--- config.mk ---
export PLATFORM = sky130hd
export DESIGN_NAME = shift_right_seq
export DESIGN_NICKNAME = d
export VERILOG_FILES = /design/src/rtl/shift_pkg.sv /design/src/rtl/shift_right_step.sv /design/src/rtl/shift_right_seq.sv
export SDC_FILE = /design/constraint.sdc
export NUM_CORES = 1
export LEC_CHECK = 0
export ABC_AREA = 1
export CORE_MARGIN = 2
export CORE_UTILIZATION = 35
export CTS_BUF_LIST = sky130_fd_sc_hd__clkbuf_4
export DETAILED_ROUTE_END_ITERATION = 8
export GPL_TIMING_DRIVEN = 0
export SLEW_MARGIN = 20
export SYNTH_ARGS = -nofsm -noshare
export SYNTH_HDL_FRONTEND = slang
export SYNTH_HIERARCHICAL = 1
export SYNTH_SLANG_ARGS = --single-unit
export TNS_END_PERCENT = 1
--- constraint.sdc ---
create_clock -name clk -period 3.45 [get_ports clk]
set_input_delay 0.5175 -clock clk [delete_from_list [all_inputs] [get_ports clk]]
set_output_delay 0.5175 -clock clk [all_outputs]
set_load 0.05 [all_outputs]
--- src/rtl/shift_pkg.sv ---
// -----------------------------------------------------------------------------
// shift_pkg
// Shared definitions for the multi-cycle right shifter.
//   shr_state_t : FSM encoding (IDLE / SHIFT / DONE)
//   SHR_STEP    : bits shifted per SHIFT cycle (2 with SHIFT_RADIX4_EN, else 1)
//   SHR_STEP_W  : width of a per-cycle step amount (holds 0..SHR_STEP)
//   SHAMT_W     : shift amount width
// Optional build macro: SHIFT_RADIX4_EN
// -----------------------------------------------------------------------------
package shift_pkg;

  typedef enum logic [1:0] {
    SHR_IDLE  = 2'd0,
    SHR_SHIFT = 2'd1,
    SHR_DONE  = 2'd2
  } shr_state_t;

`ifdef SHIFT_RADIX4_EN
  localparam int SHR_STEP = 2;
`else
  localparam int SHR_STEP = 1;
`endif

  localparam int SHR_STEP_W = $clog2(SHR_STEP + 1);
  localparam int SHAMT_W    = 5;

endpackage

--- src/rtl/shift_right_step.sv ---
// -----------------------------------------------------------------------------
// shift_right_step
// Combinational right shift by 0..SHR_STEP bits, vacated MSBs take fill.
// Ports:
//   din  [WIDTH-1:0]      in   value to shift
//   amt  [SHR_STEP_W-1:0] in   shift amount, 0..SHR_STEP
//   fill                  in   bit shifted in at the MSB end
//   dout [WIDTH-1:0]      out  shifted value
// -----------------------------------------------------------------------------
module shift_right_step
  import shift_pkg::*;
#(
  parameter int WIDTH = 32
) (
  input  logic [WIDTH-1:0]      din,
  input  logic [SHR_STEP_W-1:0] amt,
  input  logic                  fill,
  output logic [WIDTH-1:0]      dout
);

  // Unrolled chain of single-bit shifts, each enabled while below amt.
  always_comb begin
    dout = din;
    for (int i = 0; i < SHR_STEP; i++) begin
      if (i < int'(amt)) begin
        dout = {fill, dout[WIDTH-1:1]};
      end
    end
  end

endmodule

--- src/rtl/shift_right_seq.sv ---
// -----------------------------------------------------------------------------
// shift_right_seq
// Multi-cycle logical/arithmetic right shifter for srl/sra/srlv/srav.
// Handshake: start is accepted only when busy=0 (IDLE or DONE). A request
// while busy is dropped, not queued. done pulses for exactly one cycle, and
// result is valid from that cycle until the next accepted start.
// Ports:
//   clk        in   rising-edge clock
//   reset_n    in   asynchronous active-low reset
//   start      in   request, sampled only while busy=0
//   arith      in   1 = sign fill, 0 = zero fill
//   a          in   operand [WIDTH-1:0]
//   shamt      in   shift amount [SHAMT_W-1:0]
//   busy       out  high while in SHIFT
//   done       out  one-cycle completion pulse
//   result     out  latched working register [WIDTH-1:0]
//   state_dbg  out  current FSM state (shr_state_t encoding)
// Optional build macro: SHIFT_RADIX4_EN (two bits per SHIFT cycle).
// -----------------------------------------------------------------------------
module shift_right_seq
  import shift_pkg::*;
#(
  parameter int WIDTH = 32
) (
  input  logic               clk,
  input  logic               reset_n,
  input  logic               start,
  input  logic               arith,
  input  logic [WIDTH-1:0]   a,
  input  logic [SHAMT_W-1:0] shamt,
  output logic               busy,
  output logic               done,
  output logic [WIDTH-1:0]   result,
  output logic [1:0]         state_dbg
);

  shr_state_t         state_q, state_d;
  logic [WIDTH-1:0]   work_q, work_d;
  logic [SHAMT_W-1:0] rem_q, rem_d;
  logic               fill_q, fill_d;

  logic [SHR_STEP_W-1:0] step_amt;
  logic [WIDTH-1:0]      step_out;
  logic                  accept;

  // step = min(remaining, SHR_STEP); in radix-4 mode a lone final bit is
  // taken as a single-bit step.
  always_comb begin
    if (rem_q > SHAMT_W'(SHR_STEP)) begin
      step_amt = SHR_STEP_W'(SHR_STEP);
    end else begin
      step_amt = rem_q[SHR_STEP_W-1:0];
    end
  end

  shift_right_step #(.WIDTH(WIDTH)) u_step (
    .din  (work_q),
    .amt  (step_amt),
    .fill (fill_q),
    .dout (step_out)
  );

  assign accept = start && (state_q != SHR_SHIFT);

  always_comb begin
    state_d = state_q;
    work_d  = work_q;
    rem_d   = rem_q;
    fill_d  = fill_q;

    case (state_q)
      SHR_SHIFT: begin
        work_d = step_out;
        rem_d  = rem_q - SHAMT_W'(step_amt);
        if (rem_d == '0) begin
          state_d = SHR_DONE;
        end
      end
      SHR_DONE: state_d = SHR_IDLE;
      default:  state_d = SHR_IDLE;
    endcase

    // Accept overrides the DONE->IDLE return so back-to-back ops need no gap.
    // The sign is captured once here; fill never re-samples a.
    if (accept) begin
      work_d  = a;
      rem_d   = shamt;
      fill_d  = arith & a[WIDTH-1];
      state_d = (shamt == '0) ? SHR_DONE : SHR_SHIFT;
    end
  end

  always_ff @(posedge clk or negedge reset_n) begin
    if (!reset_n) begin
      state_q <= SHR_IDLE;
      work_q  <= '0;
      rem_q   <= '0;
      fill_q  <= 1'b0;
    end else begin
      state_q <= state_d;
      work_q  <= work_d;
      rem_q   <= rem_d;
      fill_q  <= fill_d;
    end
  end

  assign busy      = (state_q == SHR_SHIFT);
  assign done      = (state_q == SHR_DONE);
  assign result    = work_q;
  assign state_dbg = state_q;

endmodule

Word-level counts from Yosys, hierarchy flattened

Index checks and enable logic that the tools add are counted.
W data, S select, Z words.

Output and inout port bits: 36
Register bits after elaboration: 40
Logic and storage cells: 28
Input port bits: 41

Mux-type cells: 10
Add/sub/neg operators: 1
Bitwise gates (word level): 1
Equality and inequality tests: 4
Reduce and logical (&&, ||, !) cells: 6
$lt $le $gt $ge: 2

Operator list:

| cell                 | number |
|---|---|
| $mux W32             | 3 |
| $logic_not A5 Y1     | 2 |
| $mux W5              | 2 |
| $mux W2              | 4 |
| $gt A5 B1 Y1 const B | 1 |
| $sub A5 B1 Y5        | 1 |
| $reduce_bool A2 Y1   | 2 |
| $ne A3 B1 Y1 const B | 1 |
| $eq A2 B1 Y1 const B | 1 |
| $eq A2 B2 Y1 const B | 1 |
| $ne A2 B1 Y1 const B | 1 |
| $reduce_and A2 Y1    | 1 |
| $and A1 B1 Y1        | 1 |
| $logic_and A1 B1 Y1  | 1 |
| $lt A1 B1 Y1 const A | 1 |
| $mux W1              | 1 |

Longest topological paths before layout

Depth after elaboration: 7
Depth in mapped cells: 12
Gate-level depth less buffers: 12

Cells and area by module

Netlist, hierarchy kept.

By module, submodules not included:

| module           | instances | seq. area each (um^2) | area an instance (um^2) | cells each |
|---|---|---|---|---|
| shift_right_seq  | 1         | 1,001.0               | 1,943.1                 | 238 |
| shift_right_step | 1         | 0.0                   | 494.2                   | 104 |

Worst setup path after synthesis

Ideal clock, no wire load.

Path type: register -> output
From: register state_q[1], in the netlist state_dbg[1]
To: output port done
Stages on the path, launching flop included: 3
Path buffers: 0
Data required time: 2.932 ns
Slack: 1.546 ns
Data arrival time: 1.387 ns
Cells stage by stage: dfrtp_1 inv_2 nor2_1

Longest elaborated chain between the ends: 1

RTL lines:

| what                   | RTL line               | RTL |
|---|---|---|
| start, declared        | shift_right_seq.sv:37  | `shr_state_t state_q, state_d;` |
| start signal, assigned | shift_right_seq.sv:100 | `state_q <= state_d;` |
| $eq A2 B2 Y1           | shift_right_seq.sv:108 | `assign done = (state_q == SHR_DONE);` |
| end, declared          | shift_right_seq.sv:32  | `output logic done,` |

No other way between the ends.

Final worst setup path

From: register state_q[1], in the netlist state_dbg[1]
To: output port busy

Longest elaborated chain between the ends: 1

RTL lines:

| what          | RTL line               | RTL |
|---|---|---|
| $eq A2 B1 Y1  | shift_right_seq.sv:107 | `assign busy = (state_q == SHR_SHIFT);` |
| end, declared | shift_right_seq.sv:31  | `output logic busy,` |

No other way between the ends.

==> results.yml <==
status:
  outcome: "completed"
die:
  die_w_um: 87.5
  ioPinCount: 77
  rows: 30
  core_um2: 6760
  initial_core_util_pct: 36.1
  dieHeight_um: 87.5
  dieArea_um2: 7650
routing:
  firstDrtPassIters: 6
  drc: 0
  wl_per_cell_um: 12.8
  vias_per_cell: 4.73
  wl_mm: 6.51
  ant_nets: 0
  dr_total_vias: 2396
  drt_iter0_drc: 110
clocking:
  worstSkewPairLatency_ns: 0.36
  ctsHoldBuffers: 0
  postCtsSetupBuffers: 0
  root_buffer: "clkbuf_4"
  clkTransAtPathRegs_ns: 0.13
  cts_buffer_depth: 2
  postCtsResizedCells: 0
  cts_buffers: 5
  cts.sinks: 40
  htreeDepth: 2
  tritoncts: "built"
cells_and_area:
  fin_nets: 469
  multi_input_area_um2: 1190
  instances_no_fill: 507
  utilization_pct: 50.1
  n_fill_cell: 679
  regArea_um2: 1000
  n_antenna_cell: 0
  area_growth_syn_to_layout_pct: 39.0
  stdcell_area_um2: 3390
  layout-drive-gt1-share_pct: 11.2
power_and_ir_drop:
  p_leak_nw: 1.67
  vdd_drop_max_mv: 0.470
  finalPower_mw: 3.51
  cellPowerDensity_nw_per_um2: 1030
sta:
  post-route-period-util_pct: 76.7
  drv_slew: 0
  layout_setup_ws_ns: 0.805
  hold_violations: 0
  fin_skew_ns: 0.0101
  tns_ns: 0
  fmax_ghz: 0.378
  rsz0062_at_grt: "false"
  slew-limit-headroom_pct: 64.4
  period_minus_slack_ns: 2.65
  setup_violations: 0
  tightest_slew_ns: 0.533
  worst_hold_slack_ns: 0.0248
worst_setup_path:
  cpMaxStageDelayCell: "clkdlybuf4s50_1"
  start_kind: "flop"
  path_common_cell: "inv_2"
  critPathTopFamily: "buffers and inverters"
  critical-path-max-stage-delay_ns: 0.81
  worstPathBufferInverterCount: 4
  worstPathRequired_ns: 2.93
  cp.arrival_ns: 2.13
  crit_type: "flop to output port"
  critical_path.max_fanout: 10
  path_cells: "inv_2 -> nand2_4 -> inv_2 -> buf_6 -> clkdlybuf4s50_1"
  end_kind: "output port"
logic_synthesis:
  ys_types: 23
  syn-num-nets: 385
  ys_seq_elements: 40
  yosysTopAreaCell: "dfrtp_1"
  ys_seq_area_share_pct: 41.1
  synthTopCellsByArea: "dfrtp_1, nand2_1, nand3_1"
  synthCells: 342
  avgSynthCellArea_um2: 7.13
  syn-cell-area_um2: 2440
  yosysTopAreaCellShare_pct: 41.1
  yosys_warnings: 6
placement:
  dp.final_hpwl_mm: 4.56
  post-place-cells: 499
  dpl-instance-area_um2: 3310
  pre_cts_ws_ns: 1.20
  gp_congestion: 0.834
  io_buffers: 76
global_route:
  grt_pass1_vias: 2282
  gr-usage-all-layers_pct: 17.8
  grt_start_max_net_pins: 30
  overflow: 0
  grt_pass1_wl_mm: 10.8
  antenna_found_initial: 0
flow_run:
  cap_violations: 0
worst_hold_path:
  min_path_type: "primary input to async pin"
worst paths after layout:
kind                            slack [ns]         start  cells after the start            to
worst max-delay path                  0.80  state_dbg[1]                      5          busy
worst min-delay path                  0.02       reset_n                      1     result[8]
worst max register to register        1.73      rem_q[2]                     11  state_dbg[0]
worst min register to register        0.50        fill_q                      2        fill_q
max in group asynchronous             2.96       reset_n                      2    result[31]
min in group clk                      0.50        fill_q                      2        fill_q
logic make-up (layout without fill, tap and decap cells):
logic type	Yosys count	in the layout	synth area share, %
AOI/OAI and AO/OA	8	8	2.57
and+or+nand+nor	261	261	44.7
buffers and inverters	30	115	10.3
adders and majority gates	2	2	1.03
DFF	40	40	41.1
xor gates and xnor gates	1	1	0.359
registers in the layout (all words and copies together) (netlist names):
register,count
result,32
fill_q,1
rem_q,5
state_dbg,2
cell usage in the layout, fill, tap and decap left out:
cell type / n
o221ai_1: 3
clkdlybuf4s50_1: 75
buf_2: 1
clkbuf_4: 5
clkinv_1: 2
nand3_1: 36
inv_8: 1
inv_2: 2
clkbuf_8: 3
inv_1: 9
buf_12: 2
bufinv_16: 1
buf_4: 3
nand2_4: 3
nand2_1: 200
nor2_1: 5
nand2_2: 12
ha_1: 2
o211ai_1: 2
a21oi_2: 1
xnor2_1: 1
dfrtp_1: 40
o31ai_1: 1
o21ai_0: 1
buf_6: 9
nand4_1: 2
nor2_2: 3
inv_4: 2
per-layer routing:
metal	vias up	wire length [µm]	track usage, %
li1	1235	-	-
met1	1089	3280	24.9
met2	66	2840	28.0
met3	6	331	3.98
met4	0	54	4.34
met5	-	0	0
worst reg2reg max path, delay by kind of cell, from the launching register on:
family	cells	cell delay, ns
fa+ha+maj	1	0.22
buf+inv	1	0.06
xor+xnor	1	0.18
simple gates	8	0.69
flops	1	0.46
area by class of cell:
type / instances / area share (%)
buffer: 16 / 5.47
timing repair buffer: 77 / 22.9
clock inverter: 3 / 1.11
sequential: 40 / 29.5
inverter: 14 / 1.92
multi-input combinational: 272 / 35.0
clock buffer: 5 / 1.11
tap: 80 / 2.95
power by group:
group	total, mW	internal, mW	switching (mW)
clock network	0.320	0.148	0.171
registers	0.928	0.692	0.235
logic	2.26	0.816	1.44
cell usage after synthesis:
library cell	count
buf_4	3
nand2_4	3
o211ai_1	2
buf_12	1
buf_6	9
ha_1	2
nor2_1	5
inv_1	9
inv_2	2
a21oi_2	1
nand4_1	2
nand2_2	12
nand2_1	200
inv_8	1
o31ai_1	1
nor2_2	3
dfrtp_1	40
nand3_1	36
o21ai_0	1
clkbuf_8	3
inv_4	2
o221ai_1	3
xnor2_1	1
Note: power is estimated with default switching activity, not from simulation.
